===== src/rtl/irq_controller.sv =====
// Interrupt controller: gathers NSRC async request lines into a registered IRQ and FIQ,
// with per-source level/edge mode, latched pending bits and an 8-bit host register bus.
module irq_controller #(
  parameter int unsigned NSRC        = 8,
  parameter int unsigned SYNC_STAGES = 2,
  parameter logic [7:0]  RESET_MODE  = 8'h00
) (
  input  logic            clk,
  input  logic            reset,
  input  logic [NSRC-1:0] src,
  output logic            irq,
  output logic            fiq,
  input  logic            cs,
  input  logic [2:0]      addr,
  input  logic            re,
  input  logic            we,
  input  logic [7:0]      wdata,
  output logic [7:0]      rdata
);

  localparam logic [NSRC-1:0] ModeInit = RESET_MODE[NSRC-1:0];

  logic [NSRC-1:0] sync_q [SYNC_STAGES];
  logic [NSRC-1:0] s, s_d_q, rise;
  logic [NSRC-1:0] latch_q, latch_d;
  logic [NSRC-1:0] irq_en_q, irq_en_d;
  logic [NSRC-1:0] fiq_en_q, fiq_en_d;
  logic [NSRC-1:0] mode_q, mode_d;
  logic            soft_irq_q, soft_irq_d;
  logic            irq_q, fiq_q;
  logic [NSRC-1:0] pending, irq_act, fiq_act;
  logic [2:0]      vec_idx;
  logic            vec_none;
  logic            wr, wr_pend, wr_ien, wr_fen, wr_mode, wr_ctrl, soft_rst;

  always_ff @(posedge clk or posedge reset) begin
    if (reset) begin
      for (int i = 0; i < int'(SYNC_STAGES); i++) sync_q[i] <= '0;
      s_d_q <= '0;
    end else begin
      sync_q[0] <= src;
      for (int i = 1; i < int'(SYNC_STAGES); i++) sync_q[i] <= sync_q[i-1];
      s_d_q <= s;
    end
  end

  assign s    = sync_q[SYNC_STAGES-1];
  assign rise = s & ~s_d_q;

  assign wr       = cs & we;
  assign wr_pend  = wr && (addr == 3'd1);
  assign wr_ien   = wr && (addr == 3'd2);
  assign wr_fen   = wr && (addr == 3'd3);
  assign wr_mode  = wr && (addr == 3'd4);
  assign wr_ctrl  = wr && (addr == 3'd5);
  assign soft_rst = wr_ctrl & wdata[7];

  assign pending = (mode_q & latch_q) | (~mode_q & s);
  assign fiq_act = pending & fiq_en_q;
  assign irq_act = pending & irq_en_q & ~fiq_en_q;

  always_comb begin
    latch_d    = latch_q;
    mode_d     = mode_q;
    irq_en_d   = irq_en_q;
    fiq_en_d   = fiq_en_q;
    soft_irq_d = soft_irq_q;
    if (wr_pend) latch_d = latch_d & ~wdata[NSRC-1:0];
    if (wr_mode) begin
      mode_d  = wdata[NSRC-1:0];
      latch_d = latch_d & wdata[NSRC-1:0];
    end
    if (wr_ien) irq_en_d = wdata[NSRC-1:0];
    if (wr_fen) fiq_en_d = wdata[NSRC-1:0];
    if (wr_ctrl) soft_irq_d = wdata[0];
    // A fresh edge beats a same-cycle W1C; soft reset beats everything.
    latch_d = latch_d | (rise & mode_d);
    if (soft_rst) begin
      latch_d    = '0;
      mode_d     = ModeInit;
      irq_en_d   = '0;
      fiq_en_d   = '0;
      soft_irq_d = 1'b0;
    end
  end

  always_ff @(posedge clk or posedge reset) begin
    if (reset) begin
      latch_q    <= '0;
      mode_q     <= ModeInit;
      irq_en_q   <= '0;
      fiq_en_q   <= '0;
      soft_irq_q <= 1'b0;
      irq_q      <= 1'b0;
      fiq_q      <= 1'b0;
    end else begin
      latch_q    <= latch_d;
      mode_q     <= mode_d;
      irq_en_q   <= irq_en_d;
      fiq_en_q   <= fiq_en_d;
      soft_irq_q <= soft_irq_d;
      irq_q      <= (|irq_act) | soft_irq_q;
      fiq_q      <= |fiq_act;
    end
  end

  assign irq = irq_q;
  assign fiq = fiq_q;

  always_comb begin
    vec_idx  = 3'd0;
    vec_none = ~|irq_act;
    for (int i = int'(NSRC) - 1; i >= 0; i--) begin
      if (irq_act[i]) vec_idx = 3'(i);
    end
  end

  always_comb begin
    rdata = 8'h00;
    if (cs && re) begin
      case (addr)
        3'd0:    rdata = 8'(s);
        3'd1:    rdata = 8'(pending);
        3'd2:    rdata = 8'(irq_en_q);
        3'd3:    rdata = 8'(fiq_en_q);
        3'd4:    rdata = 8'(mode_q);
        3'd5:    rdata = {7'b0, soft_irq_q};
        3'd6:    rdata = {vec_none, 4'b0, vec_idx};
        default: rdata = 8'(fiq_act);
      endcase
    end
  end

endmodule


===== config.mk =====
export PLATFORM = sky130hd
export DESIGN_NAME = irq_controller
export DESIGN_NICKNAME = d
export VERILOG_FILES = /design/src/rtl/irq_controller.sv
export SDC_FILE = /design/constraint.sdc
export NUM_CORES = 1
export LEC_CHECK = 0
export ABC_AREA = 1
export CAP_MARGIN = 0
export CORE_MARGIN = 2
export CORE_UTILIZATION = 25
export CTS_CLUSTER_SIZE = 30
export DETAILED_ROUTE_END_ITERATION = 10
export HOLD_SLACK_MARGIN = 0.02
export PLACE_DENSITY = 0.42
export SLEW_MARGIN = 20
export SYNTH_ARGS = -nofsm -noshare
export SYNTH_HDL_FRONTEND = slang
export SYNTH_SLANG_ARGS = --single-unit

===== constraint.sdc =====
create_clock -name clk -period 2.5 [get_ports clk]
set_input_delay 0.5 -clock clk [delete_from_list [all_inputs] [get_ports clk]]
set_output_delay 0.5 -clock clk [all_outputs]
set_load 0.1 [all_outputs]

Word-level counts from Yosys, hierarchy flattened
Cells that the tools add are included.

cells by class
  reduce and logical (&&, ||, !) cells = 13
  bitwise operators = 18
  muxes and demuxes = 21
  equal/unequal tests = 6

operators with widths
  cell                count
  $mux 8              10
  $and 8x8->8         9
  $pmux 8 s7          1
  $not 8->8           4
  $mux 3              8
  $or 8x8->8          2
  $reduce_or 8->1     2
  $eq 3x3->1 const B  3
  $eq 3x2->1 const B  2
  $logic_and 1x1->1   6
  $reduce_bool 2->1   3
  $eq 3x1->1 const B  1
  $logic_not 3->1     1
  $and 1x1->1         2
  $mux 1              2
  $logic_not 1->1     1
  $or 1x1->1          1

storage, ports and cells
  flip-flop bits (word level) = 59
  output and inout bits = 10

Logic depth before layout (Yosys ltp)
Gate-level depths: netlist of the first run.

  word-level depth = 15
  gate-level depth with buffers = 12
  gate-level depth less buffers = 12

Worst setup path after synthesis of the first run
No wires, ideal clock.

  kind = register to output
  from = reg mode_q[5]
  to = out rdata[0]
  stages on the path, launching flop included = 10
  arrival time = 2.561 ns
  setup slack = -0.561 ns
  required time = 2.000 ns
  cell sequence = dfrtp_1 -> o21ai_0 -> nand3_1 -> nand2_1 -> nand2_1 -> nand2_1 -> nand2_1 -> nand2_1 -> nand2_1 -> a21oi_1

between the ends
  longest elaborated chain between the ends = 13
  elaborated cells on any way between the ends = 14

ends and longest elaborated chain
  item                          line  source
  from (decl)                   28    logic [NSRC-1:0] mode_q, mode_d;
  from (signal assigned)        90    mode_q <= ModeInit;
  from (signal assigned)        98    mode_q <= mode_d;
  $not 8->8                     58    assign pending = (mode_q & latch_q) | (~mode_q & s);
  $and 8x8->8                   58
  $or 8x8->8 (*)                58
  $and 8x8->8 (*) (2 in a row)  60    assign irq_act = pending & irq_en_q & ~fiq_en_q;
  $mux 3 (*) (6 in a row)       114   if (irq_act[i]) vec_idx = 3'(i);
  $pmux 8 s7 (*)                121   case (addr)
  $mux 8 (*)                    120   if (cs && re) begin
  to (decl)                     18    output logic [7:0] rdata

Mark *: on every way between the ends. The rest lies on a longest branch, timed or not.

Worst setup path in the final report of the first run
  from = in addr[2]
  to = out rdata[5]

between the ends
  longest elaborated chain between the ends = 3
  elaborated cells on any way between the ends = 9

ends and longest elaborated chain
  item                                      line  source
  from (decl)                               14    input logic [2:0] addr,
  $eq 3x3->1, or another cell as far along  121
  $pmux 8 s7 (*)                            121
  $mux 8 (*)                                120

Marked as above.

==> results.md, run 1 <==
- GRT overflow: 0
- Dpl ws: -0.3522 ns
- Share of the yosys chip area belonging to registers: 51.17%
- Sequential share of power: 36.2%
- DRC viols: 0
- Max-slew violation count: 0
- Clk slew on worst S/H paths: 0.05 ns
- First-pass GRT wire length: 13,250 um
- Cell Area, Synth: 2885 um2
- Worst-skew pair later-pin latency: 0.33 ns
- Final Total Pwr: around 3.4 mW
- Via density: 4.446
- Starting Density: about a quarter
- GRT Total Usage: 13.95%
- Largest net degree at the start of global routing: 37
- Vias: 2,454
- Hold WC Path Type: reg2reg
- I/O Buffers: 33
- Fin worst setup slack: 0.1091 ns
- Clock power share: roughly two fifths
- Layout Nets: 428
- Final min period: 2.391 ns
- Antenna Cells: 0
- P_sw: 1.128 mW
- Crit path kind: in2out
- Crit path max fanout: 3
- Num ports: 34
- Drt total wl: 7996 um
- Outcome: finished clean
- Rel. slew slack: around 28%
- Wire per inst: 14.49 um
- TritonCTS clock tree: done
- Combinational share of power: 25.3%
- Mapped Nets: 360
- VDD IR max: 597.6 uV
- CP endpoint kind: output port
- PwrDens: 853.5 nW/um2
- GPL Wtd Cong: 0.8315
- HPWL after detailed placement: 6030 um
- Setup TNS: 0 ns
- Initial antenna violation count: 0
- Final Hold Viols: 0
- Non-Filler Instances: about 550
- Critical Path Source Type: input port
- Width of the chip: 111.4 um
- Area growth, synth to finish: 39.59%
- Initial DRC Count: 75
- Row cnt: 39
- Drt pass-1 iters: 5
- CTS max path bufs: 2
- Placed Cells: 535
- Mean area per synthesized cell: roughly 8.6 um2
- Die H: 111.4 um
- #FFs+latches synth: 59
- Ys Warns: 0
- CP required: 2.00 ns
- Mapped Cells: around 340
- Die area: 12,420 um2
- CORE AREA: 11,320 um2
- Layout Skew: 0.007391 ns
- Cts bufs inserted: 9
- Worst EP arrival: 1.89 ns
- F_max: 0.4182 GHz
- Max-cap viol count: 0
- Pint: 2.310 mW
- Switch share: 32.80%
- RSZ-0062 raised after global routing: true
- Worst slew pin tran: 1.077 ns
- Ratio of cells with drive above 1 in the final layout: 25.43%
- Tcrit/Tclk final: 95.64%
- Vias in the first global route: about 2,500
- Clk root buf: clkbuf_16
- H-tree levels: 3
- Leak Pwr: between 1.5 and 2 nW
- CTS sink count: approximately 60
- CTS Hold Bufs: 0
- Setup violators final: 0
- Post-DRT Antenna Nets: 0
- Library cells used by synthesis: 35
## layout by cell type (no fill, tap or decap), drive strengths merged, types with 3 or more instances in the layout
cell,count
inv,55
nand3,8
o221ai,3
a221oi,3
a21oi,21
dfrtp,59
clkbuf,11
nor3,3
clkdlybuf4s50,20
buf,38
nor2,32
o22ai,4
o21ai,42
clkinvlp,3
or3,5
o211ai,7
nand2,76
## through the flow
step / instance area [um2] / hold slack [ns] / utilization (%)
6_report: 4028 / 0.3469 / 35.58
5_1_grt: 4028 / 0.3524 / 35.58
4_1_cts: 3983 / 0.3474 / 35.18
3_5_place_dp: 3659 / 0.3347 / 32.32
3_3_place_gp: 3659 / 0.3320 / 32.32
2_1_floorplan: 2914 / 0.3312 / -
## critical path, cell delays in order
cell,delay (ns)
dlygate4sd2_1,0.25
buf_4,0.15
nand2_4,0.07
inv_1,0.06
buf_4,0.15
nand2_1,0.05
o21ai_0,0.08
a221oi_1,0.26
a21oi_2,0.14
buf_12,0.19
## cell usage after synthesis
library cell  instances  share of area [%]
nand2_1              74                9.6
dfrtp_1              59                 51
inv_1                53                6.9
nor2_1               27                3.5
o21ai_0              24                4.2
a21oi_1              19                3.3
o21ai_2              14                4.2
nand3_1               8                1.4
o211ai_1              7                1.8
or3_1                 5                1.1
o21ai_1               4               0.69
o22ai_1               4               0.87
a221oi_1              3               0.91
o221ai_1              3               0.91
a21oi_2               2               0.61
buf_6                 2               0.78
inv_2                 2               0.26
nand4_1               2               0.43
nor2_2                2               0.43
nor2_8                2                1.4
nor3_1                2               0.35
nor3b_1               2               0.52
nor4_1                2               0.43
o2111ai_1             2               0.61
o31ai_1               2               0.52
a211oi_1              1               0.26
a22o_1                1               0.30
a31oi_1               1               0.22
buf_2                 1               0.17
buf_8                 1               0.52
nand2_2               1               0.22
nand2_4               1               0.39
nand3b_1              1               0.26
nor2_4                1               0.39
nor3_2                1               0.35
## layout make-up
cell class                      count  area [um2]
Clock buffer                        9       225.2
Clock inverter                      7       92.59
Fill cell                        1208        7293
Inverter                           55       206.4
Multi-Input combinational cell    218        1244
Sequential cell                    59        1476
Tap cell                          143       178.9
Timing Repair Buffer               61       604.3
## sequential cells by signal, indices dropped and copies added (netlist names)
| name | cells |
|---|---|
| s | 8 |
| fiq | 1 |
| irq_en_q | 8 |
| sync_q | 8 |
| mode_q | 8 |
| fiq_en_q | 8 |
| latch_q | 8 |
| soft_irq_q | 1 |
| s_d_q | 8 |
| irq | 1 |
## repair_timing
action,CTS,global route
resized for setup,7,21
endpoints found under the hold margin,0,0
endpoints found under the setup margin,8,7
pin swaps,1,6
setup buffers,0,1
## power groups by stage
stage          Combinational, mW  Clock [mW]  Sequential, mW
2_1_floorplan              0.507           0            1.33
6_report                   0.868        1.32            1.25
3_5_place_dp               0.842           0            1.26
5_1_grt                    0.969        1.41            1.27
4_1_cts                    0.846        1.35            1.24
3_3_place_gp               0.834           0            1.26
## kinds of logic after synthesis
| logic type | count (synthesis) | share of synthesized area [%] |
|---|---|---|
| and+or+nand+nor | 131 | 20.77 |
| buffers and inverters | 59 | 8.629 |
| AOI/OAI and AO/OA | 87 | 19.43 |
| DFF | 59 | 51.17 |
## per-layer routing
| metal | vias to the layer above | wire (um) | GRT usage (%) |
|---|---|---|---|
| met5 | - | 0 | 0 |
| met4 | 0 | 168 | 5.679 |
| met3 | 13 | 278 | 2.395 |
| met2 | 46 | 3770 | 22.03 |
| met1 | 1138 | 3778 | 19.05 |
| li1 | 1257 | - | - |
## path summary, 6_finish.rpt
kind	from	end	slack, ns	depth (start not counted)
min reg2reg	sync_q[14]	s[6]	0.35	0
min	sync_q[14]	s[6]	0.35	0
max reg2reg	s[6]	fiq	1.13	6
max in group asynchronous	reset	s_d_q[2]	1.54	3
max	addr[2]	rdata[5]	0.11	10
min in group asynchronous	reset	sync_q[14]	0.54	3
No activity file was read; power rests on OpenSTA's default activity.
==> run 2: changes to the inputs <==
--- a/config.mk
+++ b/config.mk
@@ -13,7 +13,7 @@
 export DETAILED_ROUTE_END_ITERATION = 10
 export HOLD_SLACK_MARGIN = 0.02
 export PLACE_DENSITY = 0.42
-export SLEW_MARGIN = 20
+export SLEW_MARGIN = 10
 export SYNTH_ARGS = -nofsm -noshare
 export SYNTH_HDL_FRONTEND = slang
 export SYNTH_SLANG_ARGS = --single-unit
==> results of run 2 <==
Same layout as run 1: the final DEF is identical, and so are final timing and power.
==> edit 1, RTL diff (config.mk and constraints of run 2) <==
The parameter `RESET_MODE` goes from 8'h00 to 8'h01.
--- a/src/rtl/irq_controller.sv
+++ b/src/rtl/irq_controller.sv
@@ -3,7 +3,7 @@
 module irq_controller #(
   parameter int unsigned NSRC        = 8,
   parameter int unsigned SYNC_STAGES = 2,
-  parameter logic [7:0]  RESET_MODE  = 8'h00
+  parameter logic [7:0]  RESET_MODE  = 8'h01
 ) (
   input  logic            clk,
   input  logic            reset,
Behaviour: not the same (Yosys sat finds a counterexample within 4 cycles, from zero or initial values and one cycle with reset high).
==> edit 1 against run 2 <==
Synthesized area shrank 2.2%; final area grew 1.6%; wire length grew 2.0%; non-clock buffer count grew 6; power shrank 0.73%; sequential cell count is the same; maximum frequency shrank 2.6%; worst setup slack lost 64 ps; combinational power grew 7.1%; via count grew 3.3%; critical path type is now register to output pin; critical endpoint is now rdata[7]; largest power group is now sequential cells.
==> edit 1: results (changes against run 2) <==
\begin{tabular}{lr}
\hline
Metric & Value \\
\hline
\multicolumn{2}{l}{\textbf{Pwr}} \\
\quad Clk. pwr & 1.23 mW (was 1.32 mW) \\
\quad Static Leakage & 1.88 nW (about the same) \\
\quad Seq pwr share & 36.6\% (was 36.2\%) \\
\quad Switching power of the nets & 1.17 mW (was 1.13 mW) \\
\multicolumn{2}{l}{\textbf{Drt}} \\
\quad Final routed wire length divided by cell count & 14.4 µm (was 14.5 µm) \\
\quad Drt first-iter violations & 80 (was 75) \\
\multicolumn{2}{l}{\textbf{Yosys}} \\
\quad Cell area after synthesis & 2820 µm² (was 2890 µm²) \\
\quad Sequential fraction of the synthesis area & 52.3\% (was 51.2\%) \\
\quad Top post-synthesis cells by area & sky130\_fd\_sc\_hd\_\_dfrtp\_1 (51\%), sky130\_fd\_sc\_hd\_\_nand2\_1 (12\%), sky130\_fd\_sc\_hd\_\_inv\_1 (7.3\%) (was sky130\_fd\_sc\_hd\_\_dfrtp\_1 (51\%), sky130\_fd\_sc\_hd\_\_nand2\_1 (9.6\%), sky130\_fd\_sc\_hd\_\_inv\_1 (6.9\%)) \\
\quad Complex-gate fraction of the synthesized area & 16.6\% (was 19.4\%) \\
\quad Average footprint of a synthesized cell & 8.09 µm² (was 8.59 µm²) \\
\multicolumn{2}{l}{\textbf{Final layout}} \\
\quad Net count, final & 447 (was 428) \\
\quad ClkCell Share & 7.43\% (was 7.89\%) \\
\quad Multi-input combinational cell count & 230 (was 218) \\
\quad Share of the final layout cell area in multi-input gates & 30.6\% (was 30.9\%) \\
\quad Number of filler instances in the final layout & 1151 (was 1208) \\
\quad Layout inverter count without the clock tree & 56 (was 55) \\
\quad Proportion of cell area occupied by registers & 36.1\% (was 36.7\%) \\
\multicolumn{2}{l}{\textbf{Placement}} \\
\quad Placed insts & 549 (was 535) \\
\quad Hpwl dp & 6.18 mm (was 6.03 mm) \\
\quad Placement Cell Area & 3670 µm² (was 3660 µm²) \\
\quad Final Wtd Congestion & 0.821 (was 0.832) \\
\multicolumn{2}{l}{\textbf{Timing}} \\
\quad Skew final & 5.31 ps (was 7.39 ps) \\
\multicolumn{2}{l}{\textbf{GRT}} \\
\quad Wire length of the first global-routing pass & 13.2 mm (was 13.3 mm) \\
\quad Pin count of the biggest net entering global routing & 60 (was 37) \\
\multicolumn{2}{l}{\textbf{Setup path}} \\
\quad Data arrival, critical path & 1950 ps (was 1890 ps) \\
\quad Register-to-register setup slack & 1060 ps (was 1130 ps) \\
\multicolumn{2}{l}{\textbf{Clocking}} \\
\quad Number of cells upsized or downsized after cts & 21 (was 7) \\
\multicolumn{2}{l}{\textbf{Status}} \\
\quad Outcome & finished clean (unchanged) \\
\hline
\end{tabular}
-- edit 1: cell count changes after synthesis, moves of 3 or more --
cell | run 2 | this run
sky130_fd_sc_hd__nor3_1 | 2 | 5
sky130_fd_sc_hd__o21ai_1 | 4 | 19
sky130_fd_sc_hd__nand2_1 | 74 | 90
sky130_fd_sc_hd__o21ai_2 | 14 | 0
sky130_fd_sc_hd__a21oi_1 | 19 | 16
sky130_fd_sc_hd__or2_2 | 0 | 3
-- edit 1: per-layer routing --
| layer | global-route usage, % | wire length (µm) |
|---|---|---|
| met1 | 19.1 | 3790 |
| met2 | 23.9 | 3930 |
| met3 | 4.12 | 328 |
| met4 | 4.82 | 104 |
| met5 | 0 | 0 |
-- edit 1: final timing paths --
path	startpoint	endpoint	depth (start not counted)
worst max-delay path	mode_q[1]$_DFF_PP0_	rdata[7]	9
worst min-delay path	sync_q[9]$_DFF_PP0_	s[1]$_DFF_PP0_	0
worst max register to register	mode_q[1]$_DFF_PP0_	irq$_DFF_PP0_	8
worst min register to register	sync_q[9]$_DFF_PP0_	s[1]$_DFF_PP0_	0
max in group asynchronous	reset	mode_q[0]$_DFF_PP1_	3
min in group asynchronous	reset	sync_q[13]$_DFF_PP0_	3
-- edit 1: worst max-delay path, stage by stage, from the launching register on --
cell                      delay, ps
sky130_fd_sc_hd__dfrtp_1        410
sky130_fd_sc_hd__o21a_1         210
sky130_fd_sc_hd__nand2_1        120
sky130_fd_sc_hd__nand2_1         90
sky130_fd_sc_hd__inv_1          110
sky130_fd_sc_hd__nand2_2         70
sky130_fd_sc_hd__nor2_2         140
sky130_fd_sc_hd__nand2_2        100
sky130_fd_sc_hd__a21oi_4        180
sky130_fd_sc_hd__buf_12         190
-- edit 1: cell families after synthesis --
group,after synthesis
compound gates,81
flops,59
buf+inv,60
simple gates,149
==> edit 2, RTL diff (settings of run 2) <==
Made on the original files. Register the output `rdata`, with the module's reset; this adds one clock of latency there. The other outputs are not delayed to match.
--- a/src/rtl/irq_controller.sv
+++ b/src/rtl/irq_controller.sv
@@ -19,6 +19,8 @@
 );
 
   localparam logic [NSRC-1:0] ModeInit = RESET_MODE[NSRC-1:0];
+
+  logic [7:0] rdata_d;
 
   logic [NSRC-1:0] sync_q [SYNC_STAGES];
   logic [NSRC-1:0] s, s_d_q, rise;
@@ -116,18 +118,26 @@
   end
 
   always_comb begin
-    rdata = 8'h00;
+    rdata_d = 8'h00;
     if (cs && re) begin
       case (addr)
-        3'd0:    rdata = 8'(s);
-        3'd1:    rdata = 8'(pending);
-        3'd2:    rdata = 8'(irq_en_q);
-        3'd3:    rdata = 8'(fiq_en_q);
-        3'd4:    rdata = 8'(mode_q);
-        3'd5:    rdata = {7'b0, soft_irq_q};
-        3'd6:    rdata = {vec_none, 4'b0, vec_idx};
-        default: rdata = 8'(fiq_act);
+        3'd0:    rdata_d = 8'(s);
+        3'd1:    rdata_d = 8'(pending);
+        3'd2:    rdata_d = 8'(irq_en_q);
+        3'd3:    rdata_d = 8'(fiq_en_q);
+        3'd4:    rdata_d = 8'(mode_q);
+        3'd5:    rdata_d = {7'b0, soft_irq_q};
+        3'd6:    rdata_d = {vec_none, 4'b0, vec_idx};
+        default: rdata_d = 8'(fiq_act);
       endcase
+    end
+  end
+
+  always_ff @(posedge clk or posedge reset) begin
+    if (reset) begin
+      rdata <= '0;
+    end else begin
+      rdata <= rdata_d;
     end
   end
 
Function: changed (a bounded check fails within 4 cycles, from zero or initial values and one cycle with reset high).
==> edit 2 against run 2 <==
Largest cell class unchanged; largest power group is now sequential cells; final area is 0.19% higher; clock power hardly changed; synthesized area is 9.5% higher; sequential cell count is 8 higher; power is 2.8% higher; non-clock buffer count is 20 lower; worst setup slack better by 290 ps; first-iteration DRC count is 80% higher; critical path depth is 2 lower; wire length is 2.9% higher.
==> edit 2: results (changes against run 2) <==
\begin{tabular}{lr}
\hline
Metric & Value \\
\hline
\multicolumn{2}{l}{\textbf{Timing}} \\
\quad Skew final & 6.46 ps (was 7.39 ps) \\
\quad Worst-margin pin slew & 884 ps (was 1080 ps) \\
\quad Worst-case setup margin in the final layout & 396 ps (was 109 ps) \\
\multicolumn{2}{l}{\textbf{Status}} \\
\quad Outcome & finished clean (unchanged) \\
\multicolumn{2}{l}{\textbf{Drt}} \\
\quad Number of optimization iterations in the first detailed-route pass & 4 (was 5) \\
\quad Routed WL & 8.23 mm (was 8.00 mm) \\
\multicolumn{2}{l}{\textbf{Setup path}} \\
\quad R2r startpoint & s[5]\$\_DFF\_PP0\_ (was s[6]\$\_DFF\_PP0\_) \\
\quad Length in cells of the worst reg-to-reg path & 10 (was 6) \\
\quad Crit-path max FO & 7 (was 3) \\
\quad Register-to-register setup slack & 820 ps (was 1130 ps) \\
\quad Master of the slowest instance on the critical path & sky130\_fd\_sc\_hd\_\_clkdlybuf4s50\_1 (was sky130\_fd\_sc\_hd\_\_a221oi\_1) \\
\quad Delay of the slowest cell on the worst path & 600 ps (was 260 ps) \\
\quad Data arrival, critical path & 2310 ps (was 1890 ps) \\
\quad Worst reg2reg path endpoint & rdata[0]\$\_DFF\_PP0\_ (was fiq\$\_DFF\_PP0\_) \\
\multicolumn{2}{l}{\textbf{Pwr}} \\
\quad Worst vdd ir & 0.347 mV (was 0.598 mV) \\
\quad Overall power after layout & 3.53 mW (was 3.44 mW) \\
\quad Static Leakage & 1.89 nW (was 1.88 nW) \\
\quad Design internal power & 2.38 mW (was 2.31 mW) \\
\quad Comb. pwr & 0.824 mW (was 0.868 mW) \\
\multicolumn{2}{l}{\textbf{Final layout}} \\
\quad Layout cells sized above 1 & 17.1\% (was 25.4\%) \\
\quad ClkCell Share & 7.78\% (was 7.89\%) \\
\quad Non-Clock Buffer Count & 41 (was 61) \\
\quad Share of the final layout cell area in multi-input gates & 30.4\% (was 30.9\%) \\
\quad Net count, final & 422 (was 428) \\
\quad Number of filler instances in the final layout & 1283 (was 1208) \\
\quad Layout inverter count without the clock tree & 53 (was 55) \\
\multicolumn{2}{l}{\textbf{Yosys}} \\
\quad Mapped Nets & 375 (was 360) \\
\quad FF+latch count, synth & 67 (was 59) \\
\quad Top post-synthesis cells by area & sky130\_fd\_sc\_hd\_\_dfrtp\_1 (53\%), sky130\_fd\_sc\_hd\_\_nand2\_1 (9.5\%), sky130\_fd\_sc\_hd\_\_inv\_1 (5.9\%) (was sky130\_fd\_sc\_hd\_\_dfrtp\_1 (51\%), sky130\_fd\_sc\_hd\_\_nand2\_1 (9.6\%), sky130\_fd\_sc\_hd\_\_inv\_1 (6.9\%)) \\
\quad Sequential fraction of the synthesis area & 53.1\% (was 51.2\%) \\
\multicolumn{2}{l}{\textbf{GRT}} \\
\quad Wire length of the first global-routing pass & 13.2 mm (was 13.3 mm) \\
\quad Pin count of the biggest net entering global routing & 68 (was 37) \\
\multicolumn{2}{l}{\textbf{Placement}} \\
\quad Worst setup timing slack at the placement stage & 23.2 ps (was -352 ps) \\
\hline
\end{tabular}
==> edit 2: cell types whose count changed after synthesis, moves of 3 or more <==
cell	before	now
sky130_fd_sc_hd__nand2_1	74	80
sky130_fd_sc_hd__dfrtp_1	59	67
sky130_fd_sc_hd__inv_1	53	50
sky130_fd_sc_hd__o21ai_0	24	27
sky130_fd_sc_hd__o21ai_2	14	19
sky130_fd_sc_hd__o21ai_1	4	0
==> edit 2: layer usage <==
metal  track usage (%)  vias to the layer above  wire (µm)
met5                 0                        -          0
met4              6.90                        0        184
met3              2.28                       12        410
met2              19.0                       64       3560
met1              19.7                     1169       4080
li1                  -                     1243          -
==> edit 2: cells by family after synthesis <==
group	count (synthesis)	synth area share (%)
simple gates	140	20.8
compound gates	86	17.9
flops	67	53.1
buf+inv	58	8.12
==> edit 2: stage by stage <==
step / cells / instance area [µm²]
6_report: 575 / 4040
5_1_grt: 575 / 4040
4_1_cts: 575 / 4040
3_5_place_dp: 559 / 3720
3_3_place_gp: 559 / 3720
2_1_floorplan: 351 / 3160
